===== config.mk =====
export PLATFORM = sky130hd
export DESIGN_NAME = ydemux_reg
export DESIGN_NICKNAME = d
export VERILOG_FILES = /design/src/rtl/ydemux_reg_pkg.sv /design/src/rtl/ydemux_slot.sv /design/src/rtl/ydemux_reg.sv
export SDC_FILE = /design/constraint.sdc
export NUM_CORES = 1
export LEC_CHECK = 0
export ABC_AREA = 1
export BUFFER_PORTS_ARGS = -buffer_cell sky130_fd_sc_hd__clkbuf_2
export CORE_ASPECT_RATIO = 0.9
export CORE_MARGIN = 1
export CORE_UTILIZATION = 50
export DETAILED_ROUTE_END_ITERATION = 10
export MAX_ROUTING_LAYER = met4
export PLACE_DENSITY = 0.8
export SYNTH_ARGS = -nofsm -noshare
export SYNTH_HDL_FRONTEND = slang
export SYNTH_SLANG_ARGS = --single-unit

===== constraint.sdc =====
create_clock -name clk -period 6.05 [get_ports clk]
set_clock_uncertainty 0.15 [all_clocks]
set_input_delay 0.605 -clock clk [delete_from_list [all_inputs] [get_ports clk]]
set_output_delay 0.605 -clock clk [all_outputs]
set_load 0.01 [all_outputs]

===== src/rtl/ydemux_reg_pkg.sv =====
// Shared defaults and select encoding for the registered 1-to-2 steering unit.
// Select polarity follows the 2:1 read mux: 1 picks A, 0 picks B.
package ydemux_reg_pkg;

    localparam int   WIDTH_DEF = 64;
    localparam int   CNT_W_DEF = 16;
    localparam logic SEL_A     = 1'b1;
    localparam logic SEL_B     = 1'b0;

    function automatic logic route_a(input logic sel);
        return sel == SEL_A;
    endfunction

endpackage


===== src/rtl/ydemux_slot.sv =====
// One-entry valid/ready holding register with an accept counter.
// A load on the same edge as a drain keeps the slot full with the new word.
import ydemux_reg_pkg::*;

module ydemux_slot #(
    parameter int WIDTH = WIDTH_DEF,
    parameter int CNT_W = CNT_W_DEF
) (
    input  logic             clk,
    input  logic             reset,
    input  logic             load,
    input  logic [WIDTH-1:0] load_data,
    input  logic             ready,
    output logic             valid,
    output logic [WIDTH-1:0] data,
    output logic [CNT_W-1:0] count,
    output logic             free
);

    assign free = !valid || ready;

    always_ff @(posedge clk or posedge reset) begin
        if (reset) begin
            valid <= 1'b0;
            data  <= '0;
            count <= '0;
        end else if (load) begin
            valid <= 1'b1;
            data  <= load_data;
            count <= count + CNT_W'(1);
        end else if (valid && ready) begin
            valid <= 1'b0;
        end
    end

endmodule


===== src/rtl/ydemux_reg.sv =====
// Registered 1-to-2 steering unit: routes each accepted word into slot A or B.
// Each slot stalls on its own consumer only, so in_ready follows in_sel.
import ydemux_reg_pkg::*;

module ydemux_reg #(
    parameter int WIDTH = WIDTH_DEF,
    parameter int CNT_W = CNT_W_DEF
) (
    input  logic             clk,
    input  logic             reset,
    input  logic             in_valid,
    output logic             in_ready,
    input  logic [WIDTH-1:0] in_data,
    input  logic             in_sel,
    output logic             a_valid,
    input  logic             a_ready,
    output logic [WIDTH-1:0] a_data,
    output logic             b_valid,
    input  logic             b_ready,
    output logic [WIDTH-1:0] b_data,
    output logic [CNT_W-1:0] a_count,
    output logic [CNT_W-1:0] b_count
);

    logic a_free;
    logic b_free;
    logic load_a;
    logic load_b;

    assign in_ready = route_a(in_sel) ? a_free : b_free;

    // Qualify with in_valid first so an idle, undriven select cannot load.
    assign load_a = in_valid && in_ready && (in_sel == SEL_A);
    assign load_b = in_valid && in_ready && (in_sel == SEL_B);

    ydemux_slot #(
        .WIDTH(WIDTH),
        .CNT_W(CNT_W)
    ) u_slot_a (
        .clk      (clk),
        .reset    (reset),
        .load     (load_a),
        .load_data(in_data),
        .ready    (a_ready),
        .valid    (a_valid),
        .data     (a_data),
        .count    (a_count),
        .free     (a_free)
    );

    ydemux_slot #(
        .WIDTH(WIDTH),
        .CNT_W(CNT_W)
    ) u_slot_b (
        .clk      (clk),
        .reset    (reset),
        .load     (load_b),
        .load_data(in_data),
        .ready    (b_ready),
        .valid    (b_valid),
        .data     (b_data),
        .count    (b_count),
        .free     (b_free)
    );

endmodule


==> results of run 1 <==
-- cells in the mapped netlist, drive strengths merged --
cell type / count / area (µm²)
buf: 31 / 336.6
clkbuf: 1 / 3.750
dfrtp: 162 / 4054
ha: 2 / 25.02
inv: 93 / 354.1
nand2: 210 / 798.3
nand3: 18 / 127.6
nand3b: 3 / 22.52
nand4: 5 / 31.28
nor2: 23 / 146.4
nor3: 4 / 20.02
o21ai: 132 / 822.0
xnor2: 7 / 61.31
xor2: 8 / 70.07
-- report_power, final --
part	switching, µW	internal [µW]	leakage (µW)
combinational	355	239	0.00233
sequential	131	1260	0.00204
clock	402	635	0.000273
-- final cells by class --
cell class / instances / area share [%]
Clock buffer: 25 / 5.710
Clock inverter: 5 / 0.9124
Inverter: 93 / 4.224
Multi-Input combinational cell: 412 / 25.08
Sequential cell: 162 / 47.68
Tap cell: 168 / 2.472
Timing Repair Buffer: 235 / 13.92
-- routing by layer --
metal,wire (µm),track usage [%],vias to the layer above
met3,956,5.957,12
li1,-,-,2616
met1,6785,30.19,2461
met4,155,7.967,0
met2,7134,35.56,192
met5,0,-,-
-- cell families after synthesis --
logic type | Yosys count | share of synthesized area, %
flops | 162 | 58.98
xor+xnor | 15 | 1.912
compound gates | 132 | 11.96
fa+ha+maj | 2 | 0.3640
buf+inv | 125 | 10.10
simple gates | 263 | 16.68
-- worst max-delay path by stage --
stage / from / to / slack [ns]
4_1_cts: u_slot_a.valid / u_slot_a.data[21] / 3.58
6_report: u_slot_a.valid / u_slot_a.data[21] / 3.61
3_5_place_dp: a_ready / u_slot_a.data[21] / 3.30
5_1_grt: u_slot_a.valid / u_slot_a.data[23] / 3.42
2_1_floorplan: reset / u_slot_a.count[0] / 0.92
3_3_place_gp: a_ready / u_slot_a.data[30] / 3.35
-- metrics by stage --
step | hold WS [ns] | cell area, µm² | worst slack (ns)
after detailed placement | 0.3167 | 7939 | 3.299
final | 0.1633 | 8502 | 3.614
after floorplan | 0.3644 | 6873 | 0.9184
after global placement | 0.3155 | 7939 | 3.354
after CTS | 0.2407 | 8502 | 3.584
after global routing | 0.2685 | 8502 | 3.419
-- placed cells by master, fill, tap and decap left out, types with 2 or more instances in the layout --
master / netlist / routed
buf_4: 4 / 3
bufinv_16: 0 / 2
clkbuf_1: 1 / 5
clkbuf_16: 0 / 17
clkbuf_2: 0 / 232
clkbuf_8: 0 / 3
clkinv_2: 0 / 2
dfrtp_1: 162 / 162
ha_1: 2 / 2
inv_1: 91 / 90
inv_6: 1 / 2
nand2_1: 206 / 206
nand2_2: 4 / 4
nand3_1: 12 / 12
nand3_2: 5 / 4
nand3_4: 1 / 2
nand3b_1: 3 / 3
nand4_1: 5 / 5
nor2_1: 11 / 11
nor2_2: 6 / 6
nor2_4: 6 / 6
nor3_1: 4 / 4
o21ai_0: 62 / 62
o21ai_1: 27 / 27
o21ai_2: 43 / 43
xnor2_1: 7 / 7
xor2_1: 8 / 8
-- registers in the layout, summed over array words and instances, names as in the netlist --
name and count:
u_slot_b.data 64, u_slot_a.count 16, u_slot_a.data 64, u_slot_b.count 16, u_slot_a.valid 1, u_slot_b.valid 1
==> results summary, run 1 <==
The final HPWL from detailed placement came out at 10530 µm. The total instance count after detailed placement is 1070. The final-report max-slew violation count is 0. The die outline height came out at 113.2 µm. The sink count of the clock tree came out at 162.

After synthesis, the mean cell area works out to 9.832 µm². The worst-case IR drop observed on VDD is 192.2 µV. The top-level port count came out at 233.

The count of buffers added on input and output ports is 232. The layout-stage area growth over the synthesis result came out at 23.70%. The max capacitance violation total is 0. The first global-routing pass estimated 25350 µm of wire. The residual DRC count is 17. The total overflow reported by the global router is 0. The number of optimization iterations in the first detailed-route pass came out at 8. The via total after detailed routing is 5281. Measured on the finished design, the core utilization comes to 63.62%. Global routing used 23.23% of the available tracks. The critical path goes through nand2_2, nand3_4, buf_4, nand2_1, o21ai_2. The flop-to-flop setup slack is 3.61 ns. In the final layout, the multi-input gates occupy 2132 µm². The routed wirelength normalized by instance count is 13.67 µm. The element type at the critical path end is a flop. The layout cell share with drive strength beyond 1 came out at 35.19%. The slew at the pin closest to its max-slew limit came out at 0.9471 ns.

The remaining antenna violation count after routing is 0. The count of non-filler cells in the finished layout is 1100. The sum of negative setup slack came out at 0 ns.

TritonCTS built the clock tree. The number of global-route vias before repair came to 5164. Using the TritonRoute via totals, the vias-per-cell ratio works out to 4.801.

The unique cell type count in the Yosys netlist came out at 26. The number of failing hold endpoints at the final stage is 0. The number of warning messages in the yosys log is 0. The post-synthesis instance area came out at 6873 µm². Summed over all cells, the static leakage comes to 0.004639 µW. Buffers inserted to repair hold after CTS numbered 0. The number of gates resized after CTS came out at 0. The post-CTS setup buffer count is 0. The worst max-slew margin expressed relative to the limit is 36.86%. The final layout net count came out at 993. The width of the die is 125.6 µm. The floorplan step defined a die boundary enclosing 14220 µm². The worst stage delay on the critical path is 0.69 ns. The path class of the tightest hold or removal check is in -> async. Along the worst path, the maximum fanout reaches 80.

The worst endpoint required time came out at 6.18 ns. The number of setup violations in the final report came out at 0. The post-route minimum period came out at 2.436 ns. The type of the setup path with the least slack is reg -> reg. The cell depth of the worst setup path came out at 5. The initial standard-cell utilization of the core came out at 51.43%.

The total length of routed wires came out at 15030 µm. The CTS clock-pin slew for the worst setup and hold paths came out at 0.06 ns. Total power for the finished layout comes to 3023 µW.

The arrival time at the worst endpoint is 2.57 ns. The antenna diode count came out at 0. The standard-cell row count is 40. The sum of buffers and inverters on the critical path is 1. The later-pin clock latency in the skew report is 0.42 ns. The area inside the core boundary came out at 13360 µm². The power density over the cells is 355.5 nW/µm². The CTS buffer count is 17. The worst register-to-register path begins at u_slot_a.valid. The maximum clock frequency came out at 0.4105 GHz.

The part of the cycle the worst path needs came out at 40.27%. The run finished, with violations left. The initial antenna violation count was 0.

The cell with the biggest individual delay on the critical path is nand3_4. The weighted congestion reported at the end of routability-driven placement came out at 0.7926. The clock root buffer is clkbuf_16.

The post-synthesis sequential element count came out at 162. The footprint of the flip-flops and latches is 4054 µm². The initial DRC count is 300. The total nets after synthesis is 771. The number of fill cells is 1091.

Entering global routing, the biggest net connects 96 pins. Grouping stages by cell kind, the critical path spends the most delay in simple AND/OR/NAND/NOR gates. The maximum level of the CTS H-tree came out at 4.

In this run the critical register-to-register path is captured at u_slot_a.data[21]. No sink is reached through more buffers than the 2 on the longest clock path. For the worst flop-to-flop path, the logic depth is 5. Setup repair after global routing left no endpoint under its margin.

The checks that failed: DRC. After technology mapping, the gate count stands at 699. STA classifies the critical path startpoint as a flop. The fraction of the yosys area taken by sequential cells is 58.98%.
Power figures use the tool's default switching activity.
==> run 2, diff against run 1 <==
--- a/config.mk
+++ b/config.mk
@@ -5,14 +5,14 @@
 export SDC_FILE = /design/constraint.sdc
 export NUM_CORES = 1
 export LEC_CHECK = 0
-export ABC_AREA = 1
+export ABC_AREA = 0
 export BUFFER_PORTS_ARGS = -buffer_cell sky130_fd_sc_hd__clkbuf_2
 export CORE_ASPECT_RATIO = 0.9
 export CORE_MARGIN = 1
-export CORE_UTILIZATION = 50
+export CORE_UTILIZATION = 45
 export DETAILED_ROUTE_END_ITERATION = 10
 export MAX_ROUTING_LAYER = met4
-export PLACE_DENSITY = 0.8
+export PLACE_DENSITY = 0.76
 export SYNTH_ARGS = -nofsm -noshare
 export SYNTH_HDL_FRONTEND = slang
 export SYNTH_SLANG_ARGS = --single-unit
==> constraint.sdc (replaced) <==
create_clock -name clk -period 2.2 [get_ports clk]
set_clock_uncertainty 0.15 [all_clocks]
set_input_delay 0.22 -clock clk [delete_from_list [all_inputs] [get_ports clk]]
set_output_delay 0.22 -clock clk [all_outputs]
set_load 0.01 [all_outputs]
==> run 2 against run 1 <==
Compared with the run above: the flow now finishes without violations; worst hold slack worse by 0.093 ns; combinational power grew to 3.2 times the previous value; flip-flop and latch count stayed put; largest cell class unchanged; synthesized cell count shrank 42%; cell count fell by 16%; clock power grew to 2.7 times the previous value; core utilization grew 1.2 points; sequential share of layout area down 3.0 points; highest routed layer unchanged; die area grew 4.3%.
==> results summary, run 2 <==
The core utilization of the finished layout is 64.85% (was 63.62%). The total length of routed wires came to 15930 µm (was 15030 µm). The layout cell share with drive strength beyond 1 came out at 53.09% (was 35.19%).

The total overflow reported by the global router was 0 (unchanged). The sink count of the clock tree came out at 162 (unchanged). The primary flip-flop cell chosen by synthesis mapping is dfrtp_1 (unchanged). The post-synthesis instance area is 6454 µm² (was 6873 µm²). The number of buffers between clock root and the deepest sink is 2 (unchanged). The post-synthesis area per instance was 16.01 µm² (was 9.832 µm²). The part of the cycle the worst path needs came out at 80.87% (was 40.27%).

The weighted congestion reported at the end of routability-driven placement is 0.7517 (was 0.7926). The CTS buffer count came to 17 (unchanged). The first-pass GRT wire length came out at 24920 µm (was 25350 µm). The CTS clock-pin slew for the worst setup and hold paths came out at 0.06 ns (about the same). The initial DRC count is 121 (was 300). The overall global routing resource usage was 22.89% (was 23.23%). The maximum number of pins on one net before global-route repair came out at 68 (was 96).

The maximum clock frequency is 0.5621 GHz (was 0.4105 GHz). The type of the worst min-delay path is in -> reg (was in -> async). The clock root buffer is clkbuf_16 (unchanged). The slew at the pin closest to its max-slew limit came out at 0.5463 ns (was 0.9471 ns). The residual DRC count is 0 (was 17). The number of warning messages in the yosys log came to 0 (unchanged). The initial standard-cell utilization of the core is 46.08% (was 51.43%). The standard-cell row count is 41 (was 40). The detailed-route vias per instance is 4.866 (was 4.801). The sum of negative setup slack is 0 ns (unchanged). Leading cell types by count after synthesis: dfrtp_1, mux2_2, mux2_4 (was nand2_1, dfrtp_1, inv_1). The post-synthesis sequential element count came out at 162 (unchanged).

The number of global-route vias before repair is 4762 (was 5164). The type of the setup path with the least slack is reg -> reg (unchanged). The final-report max-slew violation count came to 0 (unchanged). The die outline height is 115.6 µm (was 113.2 µm). Largest registers ranked by flip-flop count: u_slot_a.data x64, u_slot_b.data x64 (unchanged). The number of failing hold endpoints at the final stage is 0 (unchanged). The number of enable-type register cells in the synthesized netlist came to 0 (unchanged). The width of the die is 128.2 µm (was 125.6 µm). RSZ-0062 raised after global routing: false (unchanged).

The pre-CTS setup slack is 0.4556 ns (was 3.299 ns). The share of Yosys cell area claimed by the top area cell type was 62.82% (was 58.98%). The final layout net count is 786 (was 993). The cell leakage power came out at 0.004428 µW (was 0.004639 µW). The worst max-slew margin expressed relative to the limit came out at 63.50% (was 36.86%). The max capacitance violation total was 0 (unchanged).

The layout-stage area growth over the synthesis result was 40.73% (was 23.70%). The commonest non-fill, non-tap cell in the layout is clkbuf_2 (unchanged). The final HPWL from detailed placement is 10320 µm (was 10530 µm). The number of optimization iterations in the first detailed-route pass is 4 (was 8). The count of non-filler cells in the finished layout came out at 920 (was 1100).

Leading cell types in the layout, fill and taps excluded: clkbuf_2, dfrtp_1, dlygate4sd3_1 (was clkbuf_2, nand2_1, dfrtp_1). Outcome: complete, no violations (was finished, violations left). The power density over the cells is 947.0 nW/µm² (was 355.5 nW/µm²). The maximum fanout along the worst path came to 27 (was 80). The number of fill cells is 1013 (was 1091).

The minimum setup slack in the final design was 0.4208 ns (was 3.614 ns). The total instance count after detailed placement is 821 (was 1070). The post-CTS setup buffer count is 0 (unchanged). The antenna diode count came to 0 (unchanged). The synthesized instance count came out at 403 (was 699).

The full die area came out at 14830 µm² (was 14220 µm²). The number of setup violations in the final report is 0 (unchanged). The element type at the critical path end was a flop (unchanged). The remaining antenna violation count after routing came out at 0 (unchanged).

The area inside the core boundary came out at 14000 µm² (was 13360 µm²). The via total after detailed routing is 4477 (was 5281). The post-route minimum period came to 1.779 ns (was 2.436 ns).

The maximum level of the CTS H-tree came out at 4 (unchanged). The CTS tree is yes (unchanged). The later-pin clock latency in the skew report is 0.42 ns (about the same). Cells taking the most area after synthesis: dfrtp_1, mux2_2, mux2_4 (was dfrtp_1, nand2_1, o21ai_2). The initial antenna violation count is 0 (unchanged). The fraction of the yosys area taken by sequential cells came out at 62.82% (was 58.98%).

The dominant cell type by area after synthesis is dfrtp_1 (unchanged). The top-level port count came out at 233 (unchanged). The critical path startpoint category is a flop (unchanged).

The share of flip-flops with an asynchronous set or reset after synthesis came out at 100.0% (unchanged). The unique cell type count in the Yosys netlist came out at 29 (was 26). The number of buffers added on ports is 232 (unchanged). The cell with the most instances after synthesis is dfrtp_1 (was nand2_1).

The maximum vdd drop came out at 660.5 µV (was 192.2 µV). The total nets after synthesis is 475 (was 771). The worst endpoint required time came out at 2.35 ns (was 6.18 ns). The routed wirelength normalized by instance count came out at 17.31 µm (was 13.67 µm). The arrival time at the worst endpoint is 1.93 ns (was 2.57 ns).
[run 2: stage by stage]
step	hold WS [ns]	area [µm²]	power [µW]
global placement	0.1241	7859	5658
global route	0.1100	9082	9003
CTS	0.04082	9082	8632
finish	0.07017	9082	8601
floorplan	0.2047	6457	4880
detailed placement	0.1395	7859	5746
[run 2: layout make-up]
class / instances / area [µm²] / share of cell area (%)
tap: 193 / 241.5 / 2.659
clock buffer: 20 / 446.7 / 4.918
sequential: 162 / 4054 / 44.63
clock inverter: 12 / 106.4 / 1.171
inverter: 1 / 7.507 / 0.08266
multi-input combinational: 225 / 2260 / 24.88
timing repair buffer: 307 / 1967 / 21.66
[run 2: cell families after synthesis]
logic type | after synthesis | synth area share [%]
mux | 129 | 24.95
fa+ha+maj | 2 | 0.3877
simple gates | 63 | 5.448
compound gates | 1 | 0.07748
buf+inv | 16 | 2.249
xor+xnor | 30 | 4.071
flops | 162 | 62.82
[run 2: power by group]
| group | total (µW) | leakage, µW | internal, µW | switching, µW |
|---|---|---|---|---|
| sequential | 3920 | 0.00196 | 3510 | 406 |
| clock | 2790 | 0.000275 | 1590 | 1200 |
| combinational | 1890 | 0.00220 | 997 | 897 |
| total | 8600 | 0.00443 | 6100 | 2500 |
[run 2: per-layer routing]
metal  part of all wire (%)  wire, µm  track usage, %
met4                    1.5       243           7.922
met3                    6.5      1032           6.371
met5                      0         0               -
met2                     51      8070           38.95
met1                     41      6580           26.05
[run 2: path summary, 6_finish.rpt]
path	from	to	slack (ns)	cells after the start
max reg2reg	u_slot_b.valid	u_slot_b.data[42]	0.42	4
min	b_ready	u_slot_b.valid	0.07	3
min reg2reg	u_slot_b.count[15]	u_slot_b.count[15]	0.32	1
max in group asynchronous	reset	u_slot_a.data[18]	0.93	4
max	u_slot_b.valid	u_slot_b.data[42]	0.42	4
min in group asynchronous	reset	u_slot_b.data[63]	0.25	3
[run 2: critical path, cell delays in order, from the launching register on]
cell and delay [ns]:
dfrtp_1 0.38, nand2b_1 0.19, and2_4 0.30, buf_12 0.25, mux2_2 0.36
[run 2: repair_timing]
action,CTS,global route
hold endpoints to repair,149,0
hold buffers,67,0
resized for setup,0,0
==> run 3, diff against run 2 <==
==> constraint.sdc (replaced) <==
create_clock -name clk -period 1.57 [get_ports clk]
set_clock_uncertainty 0.15 [all_clocks]
set_input_delay 0.157 -clock clk [delete_from_list [all_inputs] [get_ports clk]]
set_output_delay 0.157 -clock clk [all_outputs]
set_load 0.01 [all_outputs]
==> run 3 against run 2 <==
Compared with the run above: the flow now finishes with violations (setup timing); cell count up 5.8%; setup slack got worse by 0.52 ns; flip-flop and latch count stayed put; design area is 12% higher; core utilization rose by 7.5 points; routed wire length is 20% higher; critical path type unchanged; critical path depth grew 1; die area unchanged; power up 51%; sequential power up 39%; largest power group unchanged.
==> results summary, run 3 (synthesized netlist as in run 2, its figures left out) <==
Outcome: finished, violations left (was complete, no violations). The checks that failed: setup timing. The total length of routed wires came out at 19080 µm (was 15930 µm). The maximum clock frequency is 0.5982 GHz (was 0.5621 GHz). The overall global routing resource usage was 22.62% (was 22.89%). The sink count of the clock tree was 162 (unchanged). The cell count of the worst reg-to-reg path was 5 (was 4). The count of non-filler cells in the finished layout came to 973 (was 920). Largest registers ranked by flip-flop count: u_slot_a.data x64, u_slot_b.data x64 (unchanged). The final-report max-slew violation count came out at 0 (unchanged). The commonest non-fill, non-tap cell in the layout is clkbuf_2 (unchanged).

The minimum setup slack in the final design came out at -0.1016 ns (was 0.4208 ns). The number of failing hold endpoints at the final stage is 0 (unchanged). The sum of negative setup slack is -4.271 ns (was 0 ns). The number of buffers between clock root and the deepest sink came out at 2 (unchanged). Cell chain of the critical path: nor2b_4, nor2_4, buf_12, clkbuf_16, mux2_4 (was nand2b_1, and2_4, buf_12, mux2_2).

The number of global-route vias before repair is 4783 (was 4762). The initial antenna violation count is 0 (unchanged). Leading cell types in the layout, fill and taps excluded: clkbuf_2, dfrtp_1, mux2_4 (was clkbuf_2, dfrtp_1, dlygate4sd3_1). The category of cells accounting for the largest share of critical-path delay is buffers and inverters (was simple AND/OR/NAND/NOR gates). The clock root buffer is clkbuf_16 (unchanged). The sum of buffers and inverters on the critical path came to 2 (was 1).

The top-level port count came to 233 (unchanged). The critical register-to-register path startpoint was u_slot_a.valid (was u_slot_b.valid). The initial DRC count came to 209 (was 121). The layout cell share with drive strength beyond 1 is 61.15% (was 53.09%).

The CTS tree is yes (unchanged). The antenna diode count is 0 (unchanged). The maximum vdd drop is 868.4 µV (was 660.5 µV). The final layout net count is 839 (was 786). The total overflow reported by the global router is 0 (unchanged). The weighted congestion reported at the end of routability-driven placement is 0.8335 (was 0.7517). The total instance count after detailed placement is 844 (was 821). The number of optimization iterations in the first detailed-route pass came out at 4 (unchanged).

The pre-CTS setup slack came out at -0.02308 ns (was 0.4556 ns). The initial standard-cell utilization of the core is 46.08% (unchanged). The routed wirelength normalized by instance count is 19.61 µm (was 17.31 µm). The CTS clock-pin slew for the worst setup and hold paths is 0.07 ns (was 0.06 ns). The element type at the critical path end is a flop (unchanged).

The part of the cycle the worst path needs came out at 106.5% (was 80.87%). The standard-cell row count came out at 41 (unchanged). The endpoint of the most critical register-to-register path is u_slot_a.data[11] (was u_slot_b.data[42]). The full die area is 14830 µm² (unchanged). The maximum number of pins on one net before global-route repair is 83 (was 68). The power density over the cells was 1277 nW/µm² (was 947.0 nW/µm²). The cell depth of the worst setup path is 5 (was 4). The multi-input gate area in the final layout is 2597 µm² (was 2260 µm²). The final standard cell area without fillers came out at 10140 µm² (was 9082 µm²). The worst max-slew margin expressed relative to the limit was 70.35% (was 63.50%).

The startpoint of the worst setup timing path is u_slot_a.valid (was u_slot_b.valid). The worst endpoint required time was 1.72 ns (was 2.35 ns). The cell with the biggest individual delay on the critical path is dfrtp_1 (unchanged). RSZ-0062 raised after global routing: true (was false).

The maximum level of the CTS H-tree is 4 (unchanged). The detailed-route vias per instance came out at 4.969 (was 4.866). The number of fill cells was 842 (was 1013). The cell depth of the worst min-delay path came out at 4 (was 3). The residual DRC count is 0 (unchanged). The type of the setup path with the least slack was reg -> reg (unchanged). The area inside the core boundary is 14000 µm² (unchanged). The critical path startpoint category is a flop (unchanged). The max capacitance violation total came to 0 (unchanged). The final HPWL from detailed placement is 10120 µm (was 10320 µm). The worst stage delay on the critical path is 0.38 ns (about the same). The die outline height is 115.6 µm (unchanged). The worst setup path endpoint was u_slot_a.data[11] (was u_slot_b.data[42]). The width of the die is 128.2 µm (unchanged). The maximum fanout along the worst path came out at 8 (was 27).

The CTS buffer count is 17 (unchanged). The number of setup violations in the final report is 78 (was 0). The arrival time at the worst endpoint is 1.82 ns (was 1.93 ns). The instance area after placement came out at 8044 µm² (was 7859 µm²). The number of buffers added on ports is 232 (unchanged). The remaining antenna violation count after routing came out at 0 (unchanged). The later-pin clock latency in the skew report came out at 0.42 ns (about the same).

The first-pass GRT wire length came out at 24640 µm (was 24920 µm). The slew at the pin closest to its max-slew limit came out at 0.4448 ns (was 0.5463 ns). The flop-to-flop setup slack came out at -0.10 ns (was 0.42 ns).

The type of the worst min-delay path is in -> reg (unchanged). The post-route minimum period came out at 1.672 ns (was 1.779 ns). The via total after detailed routing came out at 4835 (was 4477).

The layout-stage area growth over the synthesis result came out at 57.11% (was 40.73%). The footprint of the flip-flops and latches came to 4054 µm² (unchanged). The cell leakage power is 0.005053 µW (was 0.004428 µW).

The core utilization of the finished layout came out at 72.40% (was 64.85%).
run 3: cell count changes in the layout (fill, tap and decap cells not counted), moves of 3 or more:
cell / delta
nand3_1: -3
clkbuf_16: +11
buf_12: +3
clkinvlp_4: +3
buf_4: +30
clkinv_2: -4
mux2_2: -45
mux2_1: -22
mux2_4: +67
buf_6: +6
run 3: power by group:
group          internal, µW  total [µW]  leakage [µW]  switching, µW
registers              4920        5450       0.00196            526
logic                  1940        3470       0.00282           1530
clock network          2230        4030      0.000271           1810
total                  9090       13000       0.00505           3860
run 3: worst min-delay path, stage by stage:
cell and delay [ns]:
clkbuf_2 0.12, nor2b_4 0.06, buf_6 0.12, nand2b_1 0.13
run 3: worst min path at each step:
stage,startpoint,endpoint,slack (ns)
CTS,a_ready,u_slot_a.valid,0.02
floorplan,in_data[0],u_slot_a.data[0],0.14
global placement,reset,u_slot_b.data[50],0.18
global route,a_ready,u_slot_a.valid,0.03
detailed placement,reset,u_slot_a.valid,0.18
finish,a_ready,u_slot_a.valid,0.04
run 3: layer usage:
| layer | GRT usage [%] | wire [µm] | up-vias |
|---|---|---|---|
| met4 | 7.451 | 369 | 0 |
| met5 | - | 0 | - |
| li1 | - | - | 2144 |
| met1 | 26.73 | 7854 | 2427 |
| met3 | 6.879 | 1258 | 34 |
| met2 | 37.01 | 9595 | 230 |
run 3: through the flow:
step / hold slack, ns / power [µW]
after CTS: 0.02401 / 12450
final: 0.04387 / 12950
after global routing: 0.02544 / 13470
after global placement: 0.1781 / 8086
after floorplan: 0.1417 / 6845
after detailed placement: 0.1846 / 8208
run 3: cell type report:
| type | count | area share, % |
|---|---|---|
| Clock buffer | 17 | 4.195 |
| Clock inverter | 15 | 1.468 |
| Inverter | 1 | 0.07404 |
| Multi-Input combinational cell | 226 | 25.62 |
| Sequential cell | 162 | 39.98 |
| Tap cell | 193 | 2.382 |
| Timing Repair Buffer | 359 | 26.28 |
run 3: timing repair:
item | 4_1_cts | 5_1_grt
gates resized for setup | 9 | 88
hold buffers | 66 | 0
cloned | 1 | 16
pin swaps | 13 | 8
buffers inserted | 6 | 8
hold endpoints to repair | 291 | 0
endpoints found under the setup margin | 45 | 126
